`src/rtl/row_frame_tx.sv`:
```
// row_frame_tx: captures rows into a two-bank ping-pong buffer and streams each as header/data/trailer.
// Optional macro ROW_CHECKSUM_EN inserts a mod-2^16 data checksum word before the trailer.
module row_frame_tx #(
    parameter int         ROW_LEN = 48,
    parameter int         AW      = 6,
    parameter logic [3:0] HDR_TAG = 4'hA,
    parameter logic [3:0] TRL_TAG = 4'hD
) (
    input  logic          CLK,
    input  logic          RST,
    input  logic          ENABLE,
    input  logic          FIRST_ROW_FLAG,
    input  logic [15:0]   DATA_IN,
    input  logic [AW-1:0] ADDR_IN,
    input  logic          WREN_IN,
    output logic [15:0]   TX_DATA,
    output logic          TX_VALID,
    output logic          TX_LAST,
    input  logic          TX_READY,
    output logic          ARMED,
    output logic          BUSY,
    output logic [15:0]   DROP_CNT
);

    localparam logic [AW:0]   ROW_LEN_W = (AW+1)'(ROW_LEN);
    localparam logic [AW-1:0] LAST_ADDR = AW'(ROW_LEN - 1);

    typedef enum logic [2:0] {
        S_IDLE,
        S_HDR,
        S_DATA,
`ifdef ROW_CHECKSUM_EN
        S_CSUM,
`endif
        S_TRL
    } rd_state_t;

    function automatic logic [15:0] sat_inc16(input logic [15:0] v);
        return (v == 16'hFFFF) ? v : v + 16'd1;
    endfunction

    logic [15:0]   mem [0:(2**(AW+1))-1];
    logic [11:0]   bank_seq [0:1];

    logic          armed;
    logic          capturing;
    logic          wr_bank;
    logic          rd_bank;
    logic [1:0]    bank_full;
    logic [1:0]    bank_full_nxt;
    logic [11:0]   seq;
    logic [15:0]   drop_cnt;

    logic          row_start;
    logic          wr_empty;
    logic          row_write;
    logic          mem_we;
    logic          row_done;
    logic          release_bank;

    rd_state_t     state;
    rd_state_t     state_nxt;
    logic [15:0]   tx_data_nxt;
    logic          tx_valid_nxt;
    logic          tx_last_nxt;
    logic [AW-1:0] rd_addr;
    logic [AW-1:0] rd_addr_nxt;
    logic [AW-1:0] data_idx;
    logic [AW-1:0] data_idx_nxt;
    logic          pf_load;
    logic [15:0]   rd_word_p0;
    logic          accept;
`ifdef ROW_CHECKSUM_EN
    logic [15:0]   csum;
    logic [15:0]   csum_nxt;
`endif

    // Capture side: a bank being released on this edge is treated as already empty
    always_comb begin
        row_start = WREN_IN && (ADDR_IN == '0) && armed && ENABLE;
        wr_empty  = !bank_full[wr_bank] || (release_bank && (rd_bank == wr_bank));
        row_write = WREN_IN && capturing && !row_start && ({1'b0, ADDR_IN} < ROW_LEN_W);
        mem_we    = (row_start && wr_empty) || row_write;
        row_done  = row_write && (ADDR_IN == LAST_ADDR);

        bank_full_nxt = bank_full;
        if (release_bank) bank_full_nxt[rd_bank] = 1'b0;
        if (row_done)     bank_full_nxt[wr_bank] = 1'b1;
    end

    always_ff @(posedge CLK) begin
        if (RST) begin
            armed     <= 1'b0;
            capturing <= 1'b0;
            wr_bank   <= 1'b0;
            rd_bank   <= 1'b0;
            bank_full <= '0;
            seq       <= '0;
            drop_cnt  <= '0;
        end else begin
            if (FIRST_ROW_FLAG) armed <= 1'b1;
            bank_full <= bank_full_nxt;
            if (release_bank) rd_bank <= ~rd_bank;
            if (row_start) begin
                seq       <= seq + 12'd1;
                capturing <= wr_empty;
                if (!wr_empty) drop_cnt <= sat_inc16(drop_cnt);
            end else if (row_done) begin
                capturing <= 1'b0;
                wr_bank   <= ~wr_bank;
            end
        end
    end

    always_ff @(posedge CLK) begin
        if (mem_we) mem[{wr_bank, ADDR_IN}] <= DATA_IN;
        if (row_start && wr_empty) bank_seq[wr_bank] <= seq;
        if (pf_load) rd_word_p0 <= mem[{rd_bank, rd_addr}];
`ifdef ROW_CHECKSUM_EN
        csum <= csum_nxt;
`endif
    end

    // Read side: rd_word_p0 always holds the word after the one on TX_DATA, so accepts never stall
    assign accept = TX_VALID && TX_READY;

    always_comb begin
        state_nxt    = state;
        tx_data_nxt  = TX_DATA;
        tx_valid_nxt = TX_VALID;
        tx_last_nxt  = TX_LAST;
        rd_addr_nxt  = rd_addr;
        data_idx_nxt = data_idx;
        pf_load      = 1'b0;
        release_bank = 1'b0;
`ifdef ROW_CHECKSUM_EN
        csum_nxt     = csum;
`endif
        case (state)
            S_IDLE: begin
                pf_load = 1'b1;
                if (bank_full[rd_bank]) begin
                    state_nxt    = S_HDR;
                    tx_data_nxt  = {HDR_TAG, bank_seq[rd_bank]};
                    tx_valid_nxt = 1'b1;
                    tx_last_nxt  = 1'b0;
                    rd_addr_nxt  = AW'(1);
                    data_idx_nxt = '0;
                end
            end
            S_HDR: begin
                if (accept) begin
                    state_nxt   = S_DATA;
                    tx_data_nxt = rd_word_p0;
                    pf_load     = 1'b1;
                    rd_addr_nxt = rd_addr + AW'(1);
`ifdef ROW_CHECKSUM_EN
                    csum_nxt    = rd_word_p0;
`endif
                end
            end
            S_DATA: begin
                if (accept) begin
                    if (data_idx == LAST_ADDR) begin
`ifdef ROW_CHECKSUM_EN
                        state_nxt   = S_CSUM;
                        tx_data_nxt = csum;
`else
                        state_nxt   = S_TRL;
                        tx_data_nxt = {TRL_TAG, bank_seq[rd_bank]};
                        tx_last_nxt = 1'b1;
`endif
                    end else begin
                        tx_data_nxt  = rd_word_p0;
                        pf_load      = 1'b1;
                        rd_addr_nxt  = rd_addr + AW'(1);
                        data_idx_nxt = data_idx + AW'(1);
`ifdef ROW_CHECKSUM_EN
                        csum_nxt     = csum + rd_word_p0;
`endif
                    end
                end
            end
`ifdef ROW_CHECKSUM_EN
            S_CSUM: begin
                if (accept) begin
                    state_nxt   = S_TRL;
                    tx_data_nxt = {TRL_TAG, bank_seq[rd_bank]};
                    tx_last_nxt = 1'b1;
                end
            end
`endif
            S_TRL: begin
                if (accept) begin
                    state_nxt    = S_IDLE;
                    tx_valid_nxt = 1'b0;
                    tx_last_nxt  = 1'b0;
                    release_bank = 1'b1;
                    rd_addr_nxt  = '0;
                end
            end
            default: state_nxt = S_IDLE;
        endcase
    end

    always_ff @(posedge CLK) begin
        if (RST) begin
            state    <= S_IDLE;
            TX_DATA  <= '0;
            TX_VALID <= 1'b0;
            TX_LAST  <= 1'b0;
            rd_addr  <= '0;
            data_idx <= '0;
        end else begin
            state    <= state_nxt;
            TX_DATA  <= tx_data_nxt;
            TX_VALID <= tx_valid_nxt;
            TX_LAST  <= tx_last_nxt;
            rd_addr  <= rd_addr_nxt;
            data_idx <= data_idx_nxt;
        end
    end

    assign ARMED    = armed;
    assign BUSY     = (state != S_IDLE);
    assign DROP_CNT = drop_cnt;

endmodule

```
`config.mk`:
```
export PLATFORM = sky130hd
export DESIGN_NAME = row_frame_tx
export DESIGN_NICKNAME = d
export VERILOG_FILES = /design/src/rtl/row_frame_tx.sv
export SDC_FILE = /design/constraint.sdc
export NUM_CORES = 2
export LEC_CHECK = 0
export CORE_MARGIN = 2
export CORE_UTILIZATION = 50
export CTS_BUF_LIST = sky130_fd_sc_hd__clkbuf_4 sky130_fd_sc_hd__clkbuf_8 sky130_fd_sc_hd__clkbuf_16
export CTS_CLUSTER_DIAMETER = 40
export CTS_CLUSTER_SIZE = 14
export DETAILED_ROUTE_END_ITERATION = 8
export PLACE_DENSITY = 0.65
export SYNTH_ARGS = -nofsm -noshare
export SYNTH_HDL_FRONTEND = slang
export SYNTH_SLANG_ARGS = --single-unit
export TNS_END_PERCENT = 1
```
`constraint.sdc`:
```
create_clock -name CLK -period 4.8 [get_ports CLK]
set_input_delay 0.72 -clock CLK [delete_from_list [all_inputs] [get_ports CLK]]
set_output_delay 0.72 -clock CLK [all_outputs]
set_load 0.05 [all_outputs]
```
==> impl_metrics.env <==
export IMPL_status="finished, final reports clean"
export IMPL_clk_latency_ns=0.92
export IMPL_placed_cells=6818
export IMPL_synthTopCellsByArea="edfxtp_1 75%, mux4_2 12%, mux2i_1 2.7%"
export IMPL_final_antenna_net_count=0
export IMPL_worst_setup_path_type="reg -> reg"
export IMPL_cts_root_buf="clkbuf_16"
export IMPL_finalMaxSlewViolations=0
export IMPL_track_usage_pct=24.7
export IMPL_cts_sinks=2155
export IMPL_h_tree_depth=5
export IMPL_cp_slowest_cell="nor4_1"
export IMPL_p_per_area_nw_per_um2=431
export IMPL_yosysMostFrequentCell="edfxtp_1"
export IMPL_initialDrtViolationCount=5759
export IMPL_place_hpwl_um=129000
export IMPL_leakagePower_nw=31.7
export IMPL_hold_violations=0
export IMPL_synth_area_per_cell_sq_um=20.7
export IMPL_fmaxAchievable_mhz=256
export IMPL_die_h_um=412
export IMPL_worstPathRequired_ns=5.42
export IMPL_drc=0
export IMPL_num_vias=43200
export IMPL_p_total_mw=42.6
export IMPL_core_area_sq_um=165000
export IMPL_grt_setup_unrepaired="no"
export IMPL_worst_slew_pin_slew_ns=1.16
export IMPL_start_util_pct=50.4
export IMPL_fin_crit_ns=3.91
export IMPL_final_setup_skew_ns=0.0596
export IMPL_crit_family="simple AND/OR/NAND/NOR gates"
export IMPL_syn_cell_area_sq_um=83100
export IMPL_via_per_inst=5.91
export IMPL_holdWs_ns=0.244
export IMPL_nets=4951
export IMPL_vdd_drop_max_uv=342
export IMPL_cts_path_max_buffers=4
export IMPL_path_clk_slew_ns=0.06
export IMPL_drtPass1Iterations=5
export IMPL_cts_setup_buffers=0
export IMPL_die_area_sq_um=169000
export IMPL_ys_flop_type="edfxtp_1"
export IMPL_synth_enable_flop_cells=2088
export IMPL_wl_per_cell_um=28.5
export IMPL_internal_power_mw=33.9
export IMPL_switching_power_mw=8.74
export IMPL_cts_hold_buf=0
export IMPL_io_buffer_count=63
export IMPL_cp_arrival_ns=4.53
export IMPL_final_cells=7307
export IMPL_synth_top_area_share_pct=75.5
export IMPL_grt_pass1_vias=42300
export IMPL_cts_buffers=282
export IMPL_maxSlewHeadroom_pct=22.9
export IMPL_antenna_found_initial=10
export IMPL_crit_fanout=28
export IMPL_path_buf_inv=1
export IMPL_maxCapViolCount=0
export IMPL_rows=149
export IMPL_critPathMaxStageDelay_ns=0.95
export IMPL_io_pins=64
export IMPL_gp_congestion=0.890
export IMPL_grt_max_degree=129
export IMPL_start_kind="flop"
export IMPL_setup_viol_count_final=0
export IMPL_fill_cells=11800
export IMPL_fin_crit_sh_pct=81.4
export IMPL_p_seq_share_pct=49.5
export IMPL_finalSetupTns_ns=0
export IMPL_end_kind="flop"
export IMPL_fin_util_pct=59.9
export IMPL_synthCells=4019
export IMPL_grt_pass1_wl_um=298000
export IMPL_seq_area_frac_synth_pct=77.1
export IMPL_combPwrFrac_pct=1.6
export IMPL_cts_resized_gates=0
export IMPL_overflow=0
export IMPL_synth_top_area_cell="edfxtp_1"
export IMPL_synthToLayoutAreaGrowth_pct=19.0
export IMPL_die_x_um=412
export IMPL_yosys_top_cells_count="2088 x edfxtp_1, 452 x mux4_2, 222 x mux2i_1"
export IMPL_ys_seq_elements=2155
export IMPL_yosys_warnings=0
export IMPL_p_clk_share_pct=48.9
export IMPL_finalWirelength_um=208000
export IMPL_ys_async_sr_fraction_pct=0
export IMPL_switching_share_pct=20.5
export IMPL_synth_cell_types=67
export IMPL_min_path_type="in -> reg"
export IMPL_worstPathCellList="buf_4 -> mux4_2 -> mux2i_1 -> o211ai_1 -> nor4_1 -> a21oi_1"
export IMPL_cts_tree="built"
export IMPL_drive_gt1_share_pct=24.6
-- sequential cells by signal, summed over array words and instances, names as in the netlist, 6 cells and up, named ones only --
register,cells
bank_seq,24
DROP_CNT,16
data_idx,6
rd_addr,6
TX_DATA,16
mem,2048
rd_word_p0,16
seq,12
-- layout make-up --
cell class	instances	area [sq um]	area share, %
Sequential cell	2155	64100	64.8
Multi-Input combinational cell	2140	19900	20.1
Clock buffer	311	7420	7.50
Timing Repair Buffer	325	2780	2.81
Tap cell	2189	2740	2.77
Clock inverter	175	1960	1.98
Inverter	9	33.8	0.0342
Antenna cell	3	7.51	0.00759
-- worst paths after layout --
| kind | to | slack (ns) | from | depth (start not counted) |
|---|---|---|---|---|
| setup / recovery | rd_word_p0[4] | 0.89 | rd_addr[0] | 6 |
| hold / removal | seq[10] | 0.24 | RST | 2 |
| setup reg to reg | rd_word_p0[4] | 0.89 | rd_addr[0] | 6 |
| hold reg to reg | bank_full[0] | 0.47 | bank_full[0] | 2 |
-- through the flow --
stage | setup WS [ns] | area, sq um
floorplan | 1.54 | 85000
global placement | 0.673 | 89500
detailed placement | 0.637 | 89500
CTS | 0.977 | 98900
global route | 0.784 | 98900
finish | 0.893 | 98900
-- power groups by stage --
stage	sequential [mW]	combinational [mW]	clock (mW)
final	21.1	0.675	20.9
after floorplan	21.5	0.228	0
after global routing	21.1	0.740	21.9
after CTS	21.1	0.669	21.1
after global placement	21.5	0.648	0
after detailed placement	21.5	0.667	0
-- routing by layer --
layer  vias to the layer above  GRT usage [%]  part of all wire [%]
li1                      18000              -                     -
met5                         -              0                 0.026
met3                       377           4.99                   9.8
met2                      2207           37.7                    47
met1                     22500           35.7                    40
met4                         8           8.97                   3.5
-- logic make-up (layout without fill, tap and decap cells) --
| kind of cell | count (synthesis) | in the layout | synth area share [%] |
|---|---|---|---|
| xor gates and xnor gates | 23 | 23 | 0.242 |
| AOI/OAI and AO/OA | 427 | 427 | 3.27 |
| other | 1 | 515 | 0.00451 |
| DFF | 2155 | 2155 | 77.1 |
| and+or+nand+nor | 492 | 492 | 2.86 |
| adders and majority gates | 10 | 10 | 0.151 |
| buffers and inverters | 235 | 820 | 1.45 |
| muxes | 676 | 676 | 15.0 |
-- cells in the final DEF, fill, tap and decap left out, types with 100 or more instances in the layout --
cell type	instances
a21oi_1	153
a22oi_1	104
buf_4	260
clkbuf_16	290
conb_1	512
edfxtp_1	2088
mux2i_1	222
mux4_2	452
nand2_1	100
nor2_1	164
-- worst reg2reg max path, delay by kind of cell (launching register included) --
| kind | cells | cell delay (ns) |
|---|---|---|
| buf+inv | 1 | 0.63 |
| compound gates | 2 | 0.43 |
| mux | 2 | 0.73 |
| simple gates | 1 | 0.95 |
| flops | 1 | 0.87 |
No activity file was read; power rests on OpenSTA's default activity.
